===== src/rtl/layer_serializer.sv =====
// rtl/layer_serializer.sv - parallel-to-serial bridge between two fully-connected layers
//
// Captures the NUM_VALUES-wide vector of a hidden layer on the rising edge of
// "all neurons valid". It then streams the elements, element 0 first, one per
// accepted beat (VALID_OUT & READY_IN). The overflow flag sampled at capture
// travels with the vector.
//
// Optional feature macro: LAYER_SERIALIZER_DBUF_EN
//   defined   : two ping-pong banks. A vector can be captured while another streams.
//   undefined : one bank. A capture while streaming is dropped. The exception is
//               a capture in the cycle of the last transfer.
//
// Ports:
//   CLK           in   clock, rising edge
//   RSTN          in   asynchronous active-low reset
//   VALUES_IN     in   upstream vector, element i at [i*WIDTH +: WIDTH]
//   VALIDS_IN     in   per-neuron valids
//   OVERFLOW_IN   in   upstream overflow, sampled at capture
//   VALUE_OUT     out  current element (signed fixed point, passed through)
//   VALID_OUT     out  VALUE_OUT is valid
//   READY_IN      in   downstream ready
//   LAST_OUT      out  high with element NUM_VALUES-1
//   OVERFLOW_OUT  out  overflow flag of the vector being streamed
//   BUSY          out  a vector is held (streaming or pending)
//   DROP          out  one-cycle pulse: arriving vector found no free bank

module layer_serializer #(
    parameter int NUM_VALUES = 4,
    parameter int WIDTH      = 8,
    parameter int FRAC_BITS  = 3
) (
    input  logic                          CLK,
    input  logic                          RSTN,
    input  logic [NUM_VALUES*WIDTH-1:0]   VALUES_IN,
    input  logic [NUM_VALUES-1:0]         VALIDS_IN,
    input  logic                          OVERFLOW_IN,
    output logic [WIDTH-1:0]              VALUE_OUT,
    output logic                          VALID_OUT,
    input  logic                          READY_IN,
    output logic                          LAST_OUT,
    output logic                          OVERFLOW_OUT,
    output logic                          BUSY,
    output logic                          DROP
);

    localparam int IDXW = (NUM_VALUES > 1) ? $clog2(NUM_VALUES) : 1;
    localparam logic [IDXW-1:0] LAST_IDX = IDXW'(NUM_VALUES - 1);

`ifdef LAYER_SERIALIZER_DBUF_EN
    localparam bit DBUF = 1'b1;
`else
    localparam bit DBUF = 1'b0;
`endif

    // The binary point must lie inside the word. Values are never re-scaled here.
    if (FRAC_BITS > WIDTH) begin : g_frac_out_of_range
    end

    typedef enum logic {
        S_IDLE   = 1'b0,
        S_STREAM = 1'b1
    } state_t;

    state_t                        state_q, state_d;
    logic [IDXW-1:0]               idx_q, idx_d;
    logic                          all_valid_q, all_valid_d;
    // Read and write bank pointers. Both stay at 0 in the single-bank build.
    logic                          rd_q, rd_d;
    logic                          wr_q, wr_d;
    logic [1:0]                    full_q, full_d;
    logic [1:0]                    ovf_q, ovf_d;
    logic [NUM_VALUES*WIDTH-1:0]   bank_q [2];
    logic [NUM_VALUES*WIDTH-1:0]   bank_d [2];

    logic [WIDTH-1:0]              value_out_q, value_out_d;
    logic                          valid_out_q, valid_out_d;
    logic                          last_out_q, last_out_d;
    logic                          overflow_out_q, overflow_out_d;
    logic                          busy_q, busy_d;
    logic                          drop_q, drop_d;

    logic                          capture;
    logic                          accept;
    logic                          xfer;
    logic                          last_xfer;

    always_comb begin
        state_d        = state_q;
        idx_d          = idx_q;
        rd_d           = rd_q;
        wr_d           = wr_q;
        full_d         = full_q;
        ovf_d          = ovf_q;
        bank_d         = bank_q;
        all_valid_d    = &VALIDS_IN;

        capture   = all_valid_d & ~all_valid_q;
        xfer      = valid_out_q & READY_IN;
        last_xfer = xfer && (idx_q == LAST_IDX);

        // Free the bank before looking at the capture. A vector that arrives
        // in the cycle of the last transfer can then reuse that bank.
        if (xfer) begin
            if (last_xfer) begin
                full_d[rd_q] = 1'b0;
                rd_d         = DBUF ? ~rd_q : 1'b0;
                idx_d        = '0;
            end else begin
                idx_d = IDXW'(idx_q + 1'b1);
            end
        end

        accept = capture & ~full_d[wr_q];
        if (accept) begin
            bank_d[wr_q] = VALUES_IN;
            ovf_d[wr_q]  = OVERFLOW_IN;
            full_d[wr_q] = 1'b1;
            wr_d         = DBUF ? ~wr_q : 1'b0;
        end
        drop_d = capture & ~accept;

        // Stream whenever the bank under the read pointer holds a vector.
        // This covers the start from IDLE and the hand-over to a pending bank.
        state_d = full_d[rd_d] ? S_STREAM : S_IDLE;
        if (state_d == S_IDLE) begin
            idx_d = '0;
        end

        // The outputs are registered from next-state values. Element 0 of a
        // newly captured vector is therefore visible in the cycle after capture.
        valid_out_d    = (state_d == S_STREAM);
        value_out_d    = '0;
        last_out_d     = 1'b0;
        overflow_out_d = 1'b0;
        if (state_d == S_STREAM) begin
            value_out_d    = bank_d[rd_d][idx_d*WIDTH +: WIDTH];
            last_out_d     = (idx_d == LAST_IDX);
            overflow_out_d = ovf_d[rd_d];
        end
        busy_d = (state_d == S_STREAM) | (|full_d);
    end

    always_ff @(posedge CLK or negedge RSTN) begin
        if (!RSTN) begin
            state_q        <= S_IDLE;
            idx_q          <= '0;
            all_valid_q    <= 1'b0;
            rd_q           <= 1'b0;
            wr_q           <= 1'b0;
            full_q         <= '0;
            ovf_q          <= '0;
            bank_q         <= '{default: '0};
            value_out_q    <= '0;
            valid_out_q    <= 1'b0;
            last_out_q     <= 1'b0;
            overflow_out_q <= 1'b0;
            busy_q         <= 1'b0;
            drop_q         <= 1'b0;
        end else begin
            state_q        <= state_d;
            idx_q          <= idx_d;
            all_valid_q    <= all_valid_d;
            rd_q           <= rd_d;
            wr_q           <= wr_d;
            full_q         <= full_d;
            ovf_q          <= ovf_d;
            bank_q         <= bank_d;
            value_out_q    <= value_out_d;
            valid_out_q    <= valid_out_d;
            last_out_q     <= last_out_d;
            overflow_out_q <= overflow_out_d;
            busy_q         <= busy_d;
            drop_q         <= drop_d;
        end
    end

    assign VALUE_OUT    = value_out_q;
    assign VALID_OUT    = valid_out_q;
    assign LAST_OUT     = last_out_q;
    assign OVERFLOW_OUT = overflow_out_q;
    assign BUSY         = busy_q;
    assign DROP         = drop_q;

endmodule


===== config.mk =====
export PLATFORM = sky130hd
export DESIGN_NAME = layer_serializer
export DESIGN_NICKNAME = d
export VERILOG_FILES = /design/src/rtl/layer_serializer.sv
export SDC_FILE = /design/constraint.sdc
export NUM_CORES = 1
export LEC_CHECK = 0
export BUFFER_PORTS_ARGS = -buffer_cell sky130_fd_sc_hd__buf_4
export CAP_MARGIN = 10
export CORE_ASPECT_RATIO = 0.6
export CORE_MARGIN = 3
export CORE_UTILIZATION = 48
export DETAILED_ROUTE_END_ITERATION = 8
export PLACE_DENSITY = 0.73
export SLEW_MARGIN = 30
export SYNTH_ARGS = -nofsm -noshare
export SYNTH_HDL_FRONTEND = slang
export SYNTH_SLANG_ARGS = --single-unit

===== constraint.sdc =====
create_clock -name CLK -period 2.19 [get_ports CLK]
set_clock_uncertainty 0.2 [all_clocks]
set_input_delay 0.438 -clock CLK [delete_from_list [all_inputs] [get_ports CLK]]
set_output_delay 0.438 -clock CLK [all_outputs]
set_load 0.02 [all_outputs]

==> flow_summary_export.csv, run 1 <==
group,metric,value,unit
floorplan,core,0.00473,mm2
clock_tree,cts_tree,"yes",
sta,fin_crit,2.24,ns
sta,final.period_utilization,102,%
critical_path,cp.arrival,2.21,ns
clock_tree,cts-root-buf,"clkbuf_8",
sta,rsz0062_at_grt,"yes",
logic_synthesis,synth_flop_cell,"dfrtp_1",
logic_synthesis,async_flop_share,100,%
finish,post_route_cells_drive_above_1_share,49.8,%
global_route,antenna_found_initial,0,
finish,final_util,71.0,%
critical_path,crit_path_start_kind,"flip-flop",
global_route,grt_max_degree,53,
clock_tree,cts_max_level,2,
detailed_routing,drt-initial-drc-count,94,
placement,port_buffers,52,
logic_synthesis,synth-seq-cells,52,
floorplan,die_w,98.0,um
placement,dp_hpwl,4450,um
floorplan,dieArea,0.00600,mm2
detailed_routing,via_per_inst,5.56,
logic_synthesis,synth_mux_area_share,21.7,%
floorplan,io_pins,53,
sta,setup_viol,6,
clock_tree,cts_inserted_buffers,5,
critical_path,slowest_delay,0.42,ns
logic_synthesis,synth.cell_area,0.00244,mm2
clock_tree,clock_path_buffers,2,
logic_synthesis,synth_compound_gate_area_share,13.2,%
global_route,grt.overflow.total,0,
critical_path,crit_type,"reg2reg",
finish,diodes,0,
sta,fmax,446,MHz
finish,stdcell_area,0.00336,mm2
logic_synthesis,synth_fa_ha_area_share,0.513,%
sta,worst_slew_pin_slew,0.667,ns
logic_synthesis,synthSimpleGateAreaFrac,8.15,%
power_and_ir_drop,ir_drop,0.000616,V
sta,fin_ws,-0.0508,ns
global_route,grt_first_pass_wirelength,10000,um
logic_synthesis,synth_cell_type_count,31,
outcome,status,"finished with violations",
clock_tree,insertion_delay,0.31,ns
min_path,hold_class,"in2reg",
clock_tree,cts.sinks,52,
logic_synthesis,yosysSeqAreaShare,53.3,%
power_and_ir_drop,p_per_area,1330,mW/mm2
sta,report.final.slew_viol_count,0,
critical_path,critPathRequiredTime,2.16,ns
clock_tree,clk_pin_slew,0.09,ns
outcome,violations,"negative setup slack",
finish,area_growth,37.7,%
logic_synthesis,synth_warnings,0,
power_and_ir_drop,power.total,4460,uW
critical_path,worstPathCellList,"ha_4 -> nand4b_1 -> buf_4 -> a2bb2oi_2 -> a211oi_4 -> buf_6 -> mux2i_1 -> o221ai_1",
logic_synthesis,syn_avg_cell_area,13.0,um2
detailed_routing,drc,0,
sta,finalHoldViolations,0,
global_route,grt_use_total,22.0,%
floorplan,start_util,51.6,%
critical_path,crit_fanout,10,
logic_synthesis,synth_xor_area_share,0,%
detailed_routing,dr.pass1.iters,4,
detailed_routing,vias,1845,
floorplan,die_y,61.2,um
critical_path,end_kind,"flip-flop",
logic_synthesis,synth-edff-count,0,
global_route,grt_pass1_vias,1883,
detailed_routing,antenna_left,0,
detailed_routing,wirelength,6200,um
sta,slew_headroom,55.5,%
logic_synthesis,synth_cells,188,
logic_synthesis,synth_top_family_by_area,"multiplexers",
job,drv_cap,0,
placement,place_area,0.00307,mm2
placement,gp_congestion,0.818,
logic_synthesis,syn-num-nets,229,
floorplan,row_count,19,
finish,num-nets-final,310,
power_and_ir_drop,power_leakage,0.00155,uW
critical_path,crit_slowest_cell,"dfrtp_1",
detailed_routing,avgRoutedWirePerCell,18.7,um
==> logic make-up after synthesis <==
kind of cell / after synthesis
adder cells (fa/ha/maj): 1
AO/OA/AOI/OAI: 40
AND/OR/NAND/NOR: 33
flip-flops: 52
multiplexers: 49
buffers and inverters: 13
==> report_power, final <==
group          leakage [uW]  internal (uW)  switching [uW]
clock             0.0000642            450             310
combinational      0.000840           1080            1020
sequential         0.000650           1370             240
total               0.00155           2890            1570
==> worst paths after layout <==
path / slack [ns] / from / to / cells after the start
max: -0.05 / idx_q[0] / VALUE_OUT[2] / 8
min: 0.17 / VALUES_IN[20] / bank_q[52] / 2
max reg2reg: -0.05 / idx_q[0] / VALUE_OUT[2] / 8
min reg2reg: 0.30 / ovf_q[0] / ovf_q[0] / 1
max in group asynchronous: 0.84 / RSTN / bank_q[39] / 2
min in group asynchronous: 0.50 / RSTN / bank_q[60] / 2
==> cell usage after synthesis (3+ instances only) <==
cell type | instances | share of area, %
buf_4 | 3 | 0.92
nor2_1 | 3 | 0.46
dfrtp_1 | 52 | 53
a211oi_1 | 4 | 1.2
and3_1 | 3 | 0.77
o221ai_1 | 8 | 2.9
nor3_1 | 5 | 1.0
a21oi_1 | 9 | 1.8
nand3_1 | 6 | 1.2
mux2i_1 | 17 | 7.0
and2_1 | 3 | 0.77
nand2_1 | 8 | 1.2
a22oi_1 | 4 | 1.2
inv_1 | 4 | 0.62
a22o_1 | 8 | 2.9
buf_2 | 5 | 1.0
mux2_2 | 32 | 15
==> routing by layer <==
layer	vias up	GRT usage, %	share of wire [%]
met4	0	5.13	0.68
met3	4	6.56	6.4
met5	-	0	0
met1	915	32.9	49
li1	866	-	-
met2	60	31.5	44
==> flip-flops by register name (all words and copies together), names as in the netlist <==
signal        cells
BUSY              1
LAST_OUT          1
bank_q           32
ovf_q             1
VALUE_OUT         8
DROP              1
VALID_OUT         1
OVERFLOW_OUT      1
full_q            2
idx_q             2
all_valid_q       1
rd_q              1
==> cell usage in the layout (no fill, tap or decap), drive strengths merged, types with 2 or more instances in the layout <==
cell	synthesis	layout
and2	3	3
a22o	8	8
mux2i	17	17
clkbuf	0	5
inv	4	4
mux2	32	32
nand3	6	6
a21oi	9	9
and3	3	3
nor2	3	3
buf	9	82
a22oi	4	4
dfrtp	52	52
nand2	8	8
nor3	5	5
bufinv	0	2
o221ai	8	8
a211oi	6	6
==> metrics by stage <==
stage                     hold slack [ns]  setup TNS (ns)  setup slack, ns  cells
after CTS                           0.165          -0.243          -0.0618    329
after global routing                0.159          -0.776          -0.0952    332
final                               0.172          -0.159          -0.0508    332
after detailed placement            0.288          -0.942           -0.136    314
after floorplan                   -0.0576               0           0.0524    188
after global placement              0.276          -0.288          -0.0629    314
==> cell type report <==
| cell class | count | area (um2) |
|---|---|---|
| Clock inverter | 2 | 60.1 |
| Tap cell | 63 | 78.8 |
| Timing Repair Buffer | 83 | 716 |
| Inverter | 4 | 15.0 |
| Multi-Input combinational cell | 123 | 1120 |
| Fill cell | 335 | 1370 |
| Clock buffer | 5 | 68.8 |
| Sequential cell | 52 | 1300 |
==> critical path: cells and delay by family, from the launching register on <==
| family | cells | cell delay, ns |
|---|---|---|
| adders and majority gates | 1 | 0.18 |
| DFF | 1 | 0.42 |
| muxes | 1 | 0.26 |
| and+or+nand+nor | 1 | 0.13 |
| buffers and inverters | 2 | 0.36 |
| AOI/OAI and AO/OA | 3 | 0.55 |
==> repair_timing <==
item                                   CTS  global route
pin swaps                                7             4
setup buffers                            6             4
gates cloned                             1             0
hold buffers                             1             0
endpoints found under the hold margin   52             0
resized for setup                        8             5
setup endpoints to repair               35            40
Note: power is estimated with default switching activity, not from simulation.
==> run 2, diff against run 1 <==
- CORE_UTILIZATION: 48 -> 54
- PLACE_DENSITY: 0.73 -> 0.77
- clock period: 2.19 -> 2.25 ns (I/O delays scaled with it)
==> flow_summary_export.csv, run 2 (synthesis gave the netlist of run 1 again) <==
group,metric,value,unit
sta,setup_viol,4,
global_route,grt_use_total,25.5,%
sta,rsz0062_at_grt,"yes",
placement,port_buffers,52,
critical_path,critPathRequiredTime,2.27,ns
critical_path,rr_worst_depth,10,
global_route,grt_pass1_vias,2057,
critical_path,critical_path.top_delay_family,"compound AO/OA/AOI/OAI gates",
finish,regMostFlops,"bank_q",
outcome,status,"finished with violations",
placement,dp.cells,311,
detailed_routing,highest_layer,"met4",
clock_tree,clock_path_buffers,2,
power_and_ir_drop,sw_frac_of_total,38.0,%
sta,fin_crit,2.34,ns
detailed_routing,antenna_left,0,
critical_path,crit_slowest_cell,"dfrtp_1",
placement,place_ws,-0.142,ns
power_and_ir_drop,p_int,2950,uW
clock_tree,cts_max_level,2,
critical_path,crit_top_cell,"buf_4",
clock_tree,clk_pin_slew,0.09,ns
min_path,hold_class,"in2reg",
detailed_routing,wl_met3,786,um
detailed_routing,drt-initial-drc-count,199,
clock_tree,cts_tree,"yes",
power_and_ir_drop,p_sw,1800,uW
critical_path,r2r_slack,-0.09,ns
global_route,grt.overflow.total,0,
finish,mostFrequentLayoutCell,"buf_4",
power_and_ir_drop,ir_drop,0.000883,V
floorplan,start_util,57.6,%
sta,hold_slack,0.184,ns
placement,place_area,0.00305,mm2
critical_path,worstPathCellList,"ha_4 -> and3_1 -> nor3b_2 -> buf_4 -> a211oi_4 -> buf_4 -> buf_16 -> a211oi_1 -> a21oi_1 -> o221ai_1",
floorplan,dieArea,0.00539,mm2
global_route,antenna_found_initial,0,
sta,final.period_utilization,104,%
outcome,violations,"negative setup slack",
finish,final_cell_mix,"buf_4 (79), dfrtp_1 (52), mux2_2 (31)",
min_path,whs_endpoint,"bank_q[55]",
sta,slew_headroom,57.4,%
floorplan,die_y,58.1,um
detailed_routing,vias,2092,
critical_path,reg2reg_to,"VALUE_OUT[3]",
critical_path,end_kind,"flip-flop",
finish,largest_reg_flops,32,
power_and_ir_drop,clockPowerShare,11.7,%
critical_path,crit_path_start_kind,"flip-flop",
finish,diodes,0,
critical_path,r2r_start,"idx_q[1]",
clock_tree,cts.sinks,52,
critical_path,cp.arrival,2.36,ns
clock_tree,cts_inserted_buffers,5,
job,drv_cap,0,
critical_path,path_buf_inv,3,
finish,area_growth,42.6,%
sta,report.final.slew_viol_count,0,
detailed_routing,drc,0,
detailed_routing,avgRoutedWirePerCell,21.9,um
power_and_ir_drop,p_per_area,1360,mW/mm2
detailed_routing,wirelength,7370,um
power_and_ir_drop,power_leakage,0.00160,uW
power_and_ir_drop,power_frac_seq,33.5,%
critical_path,slowest_delay,0.42,ns
detailed_routing,dr.pass1.iters,4,
detailed_routing,wl_met2,3380,um
min_path,hold-path-cell-count,2,
placement,gp_congestion,0.798,
floorplan,row_count,18,
global_route,grt_max_degree,53,
power_and_ir_drop,power_frac_comb,54.8,%
critical_path,crit_fanout,10,
finish,instances_no_fill,337,
floorplan,die_w,92.8,um
sta,fmax,427,MHz
placement,dp_hpwl,4290,um
global_route,grt_first_pass_wirelength,10500,um
clock_tree,insertion_delay,0.31,ns
sta,worst_slew_pin_slew,0.640,ns
sta,finalHoldViolations,0,
detailed_routing,via_per_inst,6.21,
min_path,hold_start,"VALUES_IN[23]",
sta,fin_ws,-0.0944,ns
critical_path,crit_type,"reg2reg",
floorplan,core,0.00423,mm2
detailed_routing,wl_met1,2970,um
finish,num-nets-final,317,
floorplan,io_pins,53,
finish,stdcell_area,0.00348,mm2
clock_tree,cts-root-buf,"clkbuf_8",
finish,post_route_cells_drive_above_1_share,56.0,%
run 2: worst reg2reg max path, cell delays in order, from the launching register on:
cell	delay [ns]
dfrtp_1	0.42
ha_4	0.19
and3_1	0.21
nor3b_2	0.19
buf_4	0.16
a211oi_4	0.04
buf_4	0.17
buf_16	0.15
a211oi_1	0.36
a21oi_1	0.08
o221ai_1	0.09
run 2: final cells by class:
type / instances / area [um2]
clock buffers: 6 / 82.6
multi-input cells: 123 / 1210
inverters: 4 / 15.0
repair buffers: 90 / 781
clock inverters: 2 / 10.0
well taps: 60 / 75.1
flip-flops and latches: 52 / 1300
fillers: 221 / 754
run 2: stage by stage:
stage	setup TNS [ns]	total power (uW)	util (%)
floorplan	0	2760	-
global placement	-0.244	3420	72.1
detailed placement	-1.21	3520	72.1
CTS	0	4400	78.0
global route	-0.792	4980	82.2
finish	-0.127	4750	82.2
run 2: how the worst max path moves through the flow:
stage | cells past startpoint | endpoint | from
finish | 10 | VALUE_OUT[3] | idx_q[1]
global route | 10 | VALUE_OUT[3] | idx_q[1]
CTS | 9 | VALUE_OUT[4] | idx_q[1]
detailed placement | 8 | VALUE_OUT[2] | idx_q[1]
global placement | 8 | VALUE_OUT[2] | idx_q[0]
floorplan | 7 | VALUE_OUT[5] | idx_q[0]
run 2: layer usage:
metal / up-vias / global-route usage (%)
met4: 0 / 7.10
met5: - / 0
met2: 144 / 39.8
li1: 894 / -
met1: 1031 / 34.6
met3: 23 / 8.43
run 2: what timing repair did:
action | 4_1_cts | 5_1_grt
resized for setup | 11 | 23
hold endpoints to repair | 40 | 0
gates cloned | 1 | 1
pin swaps | 6 | 3
hold buffers | 1 | 0
endpoints found under the setup margin | 40 | 20
buffers inserted | 8 | 7
run 2: power by group through the flow:
| stage | Sequential [uW] | Combinational [uW] | Clock, uW |
|---|---|---|---|
| after floorplan | 1600 | 1160 | 0 |
| after global placement | 1530 | 1890 | 0 |
| after detailed placement | 1560 | 1960 | 0 |
| after CTS | 1550 | 2290 | 554 |
| after global routing | 1630 | 2740 | 606 |
| final | 1590 | 2600 | 557 |
